### src/rtl/mips_defs.sv
// Shared MIPS pipeline definitions: load-type encodings and register constants.
package mips_defs;

  localparam int unsigned LOAD_TYPE_W = 3;
  localparam int unsigned REG_ADDR_W  = 5;

  localparam logic [LOAD_TYPE_W-1:0] LOAD_LW  = 3'd0;
  localparam logic [LOAD_TYPE_W-1:0] LOAD_LH  = 3'd1;
  localparam logic [LOAD_TYPE_W-1:0] LOAD_LHU = 3'd2;
  localparam logic [LOAD_TYPE_W-1:0] LOAD_LB  = 3'd3;
  localparam logic [LOAD_TYPE_W-1:0] LOAD_LBU = 3'd4;

  localparam logic [REG_ADDR_W-1:0] REG_ZERO = 5'd0;

endpackage

### src/rtl/load_extract.sv
// Little-endian sub-word load extraction with alignment check.
module load_extract
  import mips_defs::*;
#(
  parameter int unsigned DATA_W = 32
) (
  input  logic [DATA_W-1:0]      word,
  input  logic [1:0]             addr,
  input  logic [LOAD_TYPE_W-1:0] load_type,
  output logic [DATA_W-1:0]      data,
  output logic                   misaligned
);

  logic [7:0]  byte_sel;
  logic [15:0] half_sel;

  always_comb begin
    byte_sel = word[7:0];
    unique case (addr)
      2'd0: byte_sel = word[7:0];
      2'd1: byte_sel = word[15:8];
      2'd2: byte_sel = word[23:16];
      2'd3: byte_sel = word[31:24];
      default: byte_sel = word[7:0];
    endcase
    half_sel = addr[1] ? word[31:16] : word[15:0];
  end

  // Encodings 5-7 fall through to full-word behaviour.
  always_comb begin
    data       = word;
    misaligned = 1'b0;
    case (load_type)
      LOAD_LB: data = {{(DATA_W-8){byte_sel[7]}}, byte_sel};
      LOAD_LBU: data = {{(DATA_W-8){1'b0}}, byte_sel};
      LOAD_LH: begin
        data       = {{(DATA_W-16){half_sel[15]}}, half_sel};
        misaligned = addr[0];
      end
      LOAD_LHU: begin
        data       = {{(DATA_W-16){1'b0}}, half_sel};
        misaligned = addr[0];
      end
      default: begin
        data       = word;
        misaligned = (addr != 2'd0);
      end
    endcase
  end

endmodule

### src/rtl/mem_wb_stage.sv
// MEM/WB pipeline register, write-back select, retire counter and sticky misaligned-load flag.
module mem_wb_stage
  import mips_defs::*;
#(
  parameter int unsigned DATA_W     = 32,
  parameter int unsigned REG_ADDR_W = 5
) (
  input  logic                  clk,
  input  logic                  rst_n,
  input  logic                  stall_in,
  input  logic                  flush_in,
  input  logic                  valid_in,
  input  logic [DATA_W-1:0]     mem_data_in,
  input  logic [DATA_W-1:0]     alu_result_in,
  input  logic [REG_ADDR_W-1:0] write_reg_in,
  input  logic                  reg_write_in,
  input  logic                  mem_to_reg_in,
  input  logic [2:0]            load_type_in,
  input  logic                  err_clr_in,
  output logic                  valid_out,
  output logic                  reg_write_out,
  output logic [REG_ADDR_W-1:0] write_reg_out,
  output logic [DATA_W-1:0]     write_data_out,
  output logic                  misalign_err,
  output logic [DATA_W-1:0]     misalign_addr,
  output logic [31:0]           retired_count
);

  localparam int unsigned CNT_W = 32;

  logic                  valid_q, valid_d;
  logic                  reg_write_q, reg_write_d;
  logic [REG_ADDR_W-1:0] write_reg_q, write_reg_d;
  logic [DATA_W-1:0]     mem_data_q, mem_data_d;
  logic [DATA_W-1:0]     alu_result_q, alu_result_d;
  logic                  mem_to_reg_q, mem_to_reg_d;
  logic [2:0]            load_type_q, load_type_d;
  logic                  misalign_err_q, misalign_err_d;
  logic [DATA_W-1:0]     misalign_addr_q, misalign_addr_d;
  logic [CNT_W-1:0]      retired_count_q, retired_count_d;

  logic [DATA_W-1:0]     load_data;
  logic                  load_misaligned;
  logic                  misaligned;
  logic                  err_set;
  logic                  capture;

  load_extract #(.DATA_W(DATA_W)) u_load_extract (
    .word       (mem_data_q),
    .addr       (alu_result_q[1:0]),
    .load_type  (load_type_q),
    .data       (load_data),
    .misaligned (load_misaligned)
  );

  assign misaligned = mem_to_reg_q & load_misaligned;
  assign err_set    = valid_q & misaligned;
  assign capture    = !flush_in && !stall_in;

  // Pipeline capture: flush beats stall, stall holds everything.
  always_comb begin
    valid_d      = valid_q;
    reg_write_d  = reg_write_q;
    write_reg_d  = write_reg_q;
    mem_data_d   = mem_data_q;
    alu_result_d = alu_result_q;
    mem_to_reg_d = mem_to_reg_q;
    load_type_d  = load_type_q;
    if (flush_in) begin
      valid_d     = 1'b0;
      reg_write_d = 1'b0;
    end else if (!stall_in) begin
      valid_d      = valid_in;
      reg_write_d  = reg_write_in;
      write_reg_d  = write_reg_in;
      mem_data_d   = mem_data_in;
      alu_result_d = alu_result_in;
      mem_to_reg_d = mem_to_reg_in;
      load_type_d  = load_type_in;
    end
  end

  // First error since clear keeps its address; a new set outranks a clear.
  always_comb begin
    misalign_err_d  = misalign_err_q;
    misalign_addr_d = misalign_addr_q;
    if (err_set) begin
      misalign_err_d = 1'b1;
      if (!misalign_err_q || err_clr_in) begin
        misalign_addr_d = alu_result_q;
      end
    end else if (err_clr_in) begin
      misalign_err_d  = 1'b0;
      misalign_addr_d = '0;
    end
  end

  always_comb begin
    retired_count_d = retired_count_q;
    if (capture && valid_in) begin
      retired_count_d = retired_count_q + CNT_W'(1);
    end
  end

  always_ff @(posedge clk or negedge rst_n) begin
    if (!rst_n) begin
      valid_q         <= 1'b0;
      reg_write_q     <= 1'b0;
      write_reg_q     <= '0;
      mem_data_q      <= '0;
      alu_result_q    <= '0;
      mem_to_reg_q    <= 1'b0;
      load_type_q     <= '0;
      misalign_err_q  <= 1'b0;
      misalign_addr_q <= '0;
      retired_count_q <= '0;
    end else begin
      valid_q         <= valid_d;
      reg_write_q     <= reg_write_d;
      write_reg_q     <= write_reg_d;
      mem_data_q      <= mem_data_d;
      alu_result_q    <= alu_result_d;
      mem_to_reg_q    <= mem_to_reg_d;
      load_type_q     <= load_type_d;
      misalign_err_q  <= misalign_err_d;
      misalign_addr_q <= misalign_addr_d;
      retired_count_q <= retired_count_d;
    end
  end

  assign valid_out      = valid_q;
  assign reg_write_out  = valid_q & reg_write_q & (write_reg_q != REG_ZERO) & !misaligned;
  assign write_reg_out  = write_reg_q;
  assign write_data_out = mem_to_reg_q ? load_data : alu_result_q;
  assign misalign_err   = misalign_err_q;
  assign misalign_addr  = misalign_addr_q;
  assign retired_count  = retired_count_q;

endmodule
### config.mk
export PLATFORM = sky130hd
export DESIGN_NAME = mem_wb_stage
export DESIGN_NICKNAME = d
export VERILOG_FILES = /design/src/rtl/mips_defs.sv /design/src/rtl/load_extract.sv /design/src/rtl/mem_wb_stage.sv
export SDC_FILE = /design/constraint.sdc
export NUM_CORES = 1
export LEC_CHECK = 0
export ABC_AREA = 1
export CORE_ASPECT_RATIO = 2
export CORE_MARGIN = 3
export CORE_UTILIZATION = 45
export DETAILED_ROUTE_END_ITERATION = 10
export MAX_ROUTING_LAYER = met4
export PLACE_DENSITY = 0.74
export SLEW_MARGIN = 15
export SYNTH_ARGS = -nofsm -noshare
export SYNTH_HDL_FRONTEND = slang
export SYNTH_HIERARCHICAL = 1
export SYNTH_SLANG_ARGS = --single-unit
### constraint.sdc
create_clock -name clk -period 5.2 [get_ports clk]
set_input_delay 1.3 -clock clk [delete_from_list [all_inputs] [get_ports clk]]
set_output_delay 1.3 -clock clk [all_outputs]
set_load 0.02 [all_outputs]
==> qor.txt <==
Yosys reg bits: 140
Largest net degree at the start of global routing: 105
Final Slew Violations: 0
Hold buffers post-CTS: 0
Mapped Cells: 940
GRT overflow: 0
Worst EP required: 3.90 ns
Detailed Route WL: 23.24 mm
Avg WL per Cell: 17.63 um
GR Util met2: 48.50%
Vias in the first global route: 6914
Leakage: 4.658 nW
Netlist cell types: 32
Outcome: finished clean
M3 GR Usage: 3.792%
Initial drt markers: 356
TritonCTS buffer count: 17
Crit path max fanout: 19
PwrDens: 341.1 mW/mm^2
Chip width: 96.19 um
CP startpoint kind: flip-flop
Drt pass-1 iters: 5
Post_cts resized: 0
Root buf cell: clkbuf_16
Clock Latency Late Sink: 0.42 ns
Rel. slew slack: 31.18%
Starting Density: 46.16%
RSZ-0062 raised after global routing: false
Syn Area/Cell: 7.788 um^2
First-pass GRT wire length: 36.78 mm
H-tree levels: 4
# IOs: 184
Final Hold Slack: 0.5033 ns
Fmax: 224.9 MHz
Most used DFF post-synth: dfrtp_1
Routed vias/inst: 5.130
Tightest Pin Transition: 1.032 ns
Worst-path clk slew: 0.06 ns
Clock Skews: 0.007713 ns
Crit Path Class: reg -> out
Share of cells above drive strength 1: 7.527%
FP Rows: 65
Post-DRT Antenna Nets: 0
Layout area overhead: 33.74%
Final min period: 4.447 ns
Clk buf depth: 2
Ys async rst share: 100.0%
Crit path DAT: 3.15 ns
Multi-input gate area: 0.003097 mm^2
Final setup fails: 0
Setup TNS: 0 ns
Final nets: 1184
Port Buffers: 183
Via count: 6761
Mapped cell area: 0.007321 mm^2
Post-CTS setup buffers: 0
CTS Sinks: 140
RePlAce Congestion: 0.9724
HPWL Detailed: 17.28 mm
Final Hold Fails: 0
Core Area: 0.01586 mm^2
Setup crit end kind: output port
Total global-route track usage: 27.99%
Sequential Area: 0.003505 mm^2
VDD IR-drop max: 242.8 uV
Post-synth EDFFs: 0
Die area: 0.01793 mm^2
Syn_nets: 1021
GRT busiest layer: met2
Syn. warnings: 6
Initial antenna violation count: 1
Fillers: 1440
CTS tree: yes
Max cap viols: 0
Residual DRC: 0
Die span in y: 186.4 um
Met1 Use GR: 28.44%
Fin crit share: 85.52%
Register area share after synthesis: 47.86%
Worst hold path type: reg -> reg
## cell usage in the layout (no fill, tap or decap), types with 2 or more instances in the layout
master           count
o21ai_0             66
nand3_2              4
nand4_2              2
nor3_1               8
clkbuf_16           17
xor2_1               8
inv_2                4
nand2_1            321
buf_4                4
inv_6                2
dfrtp_1            139
xnor2_1             12
clkinv_2             4
clkinvlp_4           5
inv_1              118
clkdlybuf4s50_1    182
nand2_4              5
nand3_1            112
nand2_2              5
o22ai_1             32
bufinv_16            3
nor2_8               3
clkinv_4             2
nor2_1              23
nor2_4               8
nand4_1              8
nor2_2               9
## synth_stat cells, types with 5 or more instances
library cell	number	area, um^2
nand3_1	112	560.5
o21ai_0	66	330.3
buf_6	5	56.30
o22ai_1	32	200.2
clkbuf_1	10	37.54
buf_4	7	52.55
nand2_1	321	1205
buf_2	21	105.1
nor3_1	8	40.04
nor2_2	9	56.30
nand2_2	5	31.28
nand4_1	8	50.05
xor2_1	8	70.07
nor2_1	23	86.33
inv_1	118	442.9
nor2_4	8	90.09
nand2_4	5	56.30
dfrtp_1	140	3503
xnor2_1	12	105.1
## sequential cells by signal, summed over array words and instances (netlist names)
name,flops
reg_write_q,1
retired_count,32
misalign_err,1
alu_result_q,32
load_type_q,3
valid_out,1
mem_data_q,32
write_reg_out,5
mem_to_reg_q,1
misalign_addr,32
## where the power goes
| part | total, W | switching, W | internal [W] |
|---|---|---|---|
| clock network | 0.00123 | 0.000481 | 0.000752 |
| logic | 0.000794 | 0.000463 | 0.000331 |
| registers | 0.00131 | 0.000124 | 0.00119 |
| total | 0.00334 | 0.00107 | 0.00227 |
## final timing paths
kind / cells past startpoint / start / endpoint / slack [ns]
hold reg to reg: 2 / write_reg_out[4] / write_reg_out[4] / 0.50
setup / recovery: 8 / alu_result_q[1] / write_data_out[28] / 0.75
max in group asynchronous: 2 / rst_n / misalign_addr[14] / 3.09
setup reg to reg: 9 / load_type_q[0] / misalign_addr[6] / 2.59
min in group asynchronous: 1 / rst_n / alu_result_q[6] / 1.00
hold / removal: 2 / write_reg_out[4] / write_reg_out[4] / 0.50
## critical path, stage by stage, from the launching register on
cell and delay (ns):
dfrtp_1 0.63, inv_4 0.30, nand2_2 0.08, nand2_1 0.10, nand4_2 0.38, nand3_1 0.23, nand2_1 0.10, o21ai_0 0.23
clkdlybuf4s50_1 0.68
## cell families after synthesis
family | synth area share (%)
AOI/OAI and AO/OA | 7.383
adders and majority gates | 0.1709
buffers and inverters | 9.896
and+or+nand+nor | 32.08
xor gates and xnor gates | 2.615
DFF | 47.86
## per-stage QoR
stage / util, % / std cells / cell area (um^2) / setup slack (ns) / total power [W]
after global placement: 57.94 / 1285 / 9189 / 1.234 / 0.002118
after CTS: 61.72 / 1317 / 9788 / 0.7912 / 0.003369
after floorplan: - / 940 / 7321 / 2.514 / 0.001755
after global routing: 61.74 / 1318 / 9791 / 0.5727 / 0.003501
after detailed placement: 57.94 / 1285 / 9189 / 1.253 / 0.002129
final: 61.74 / 1318 / 9791 / 0.7532 / 0.003340
## final cells by class
| type | instances | share of cell area (%) |
|---|---|---|
| clock inverters | 15 | 1.776 |
| well taps | 201 | 2.569 |
| diodes | 1 | 0.02556 |
| repair buffers | 187 | 19.03 |
| multi-input cells | 633 | 31.63 |
| inverters | 124 | 4.831 |
| clock buffers | 17 | 4.345 |
| flip-flops and latches | 140 | 35.80 |
## layer usage
layer	wire (um)	vias to the layer above	part of all wire [%]
met4	1536	0	6.6
li1	-	3298	-
met2	12780	224	55
met5	0	-	0
met3	884	73	3.8
met1	8040	3166	35
(Power assumes the default switching activity.)
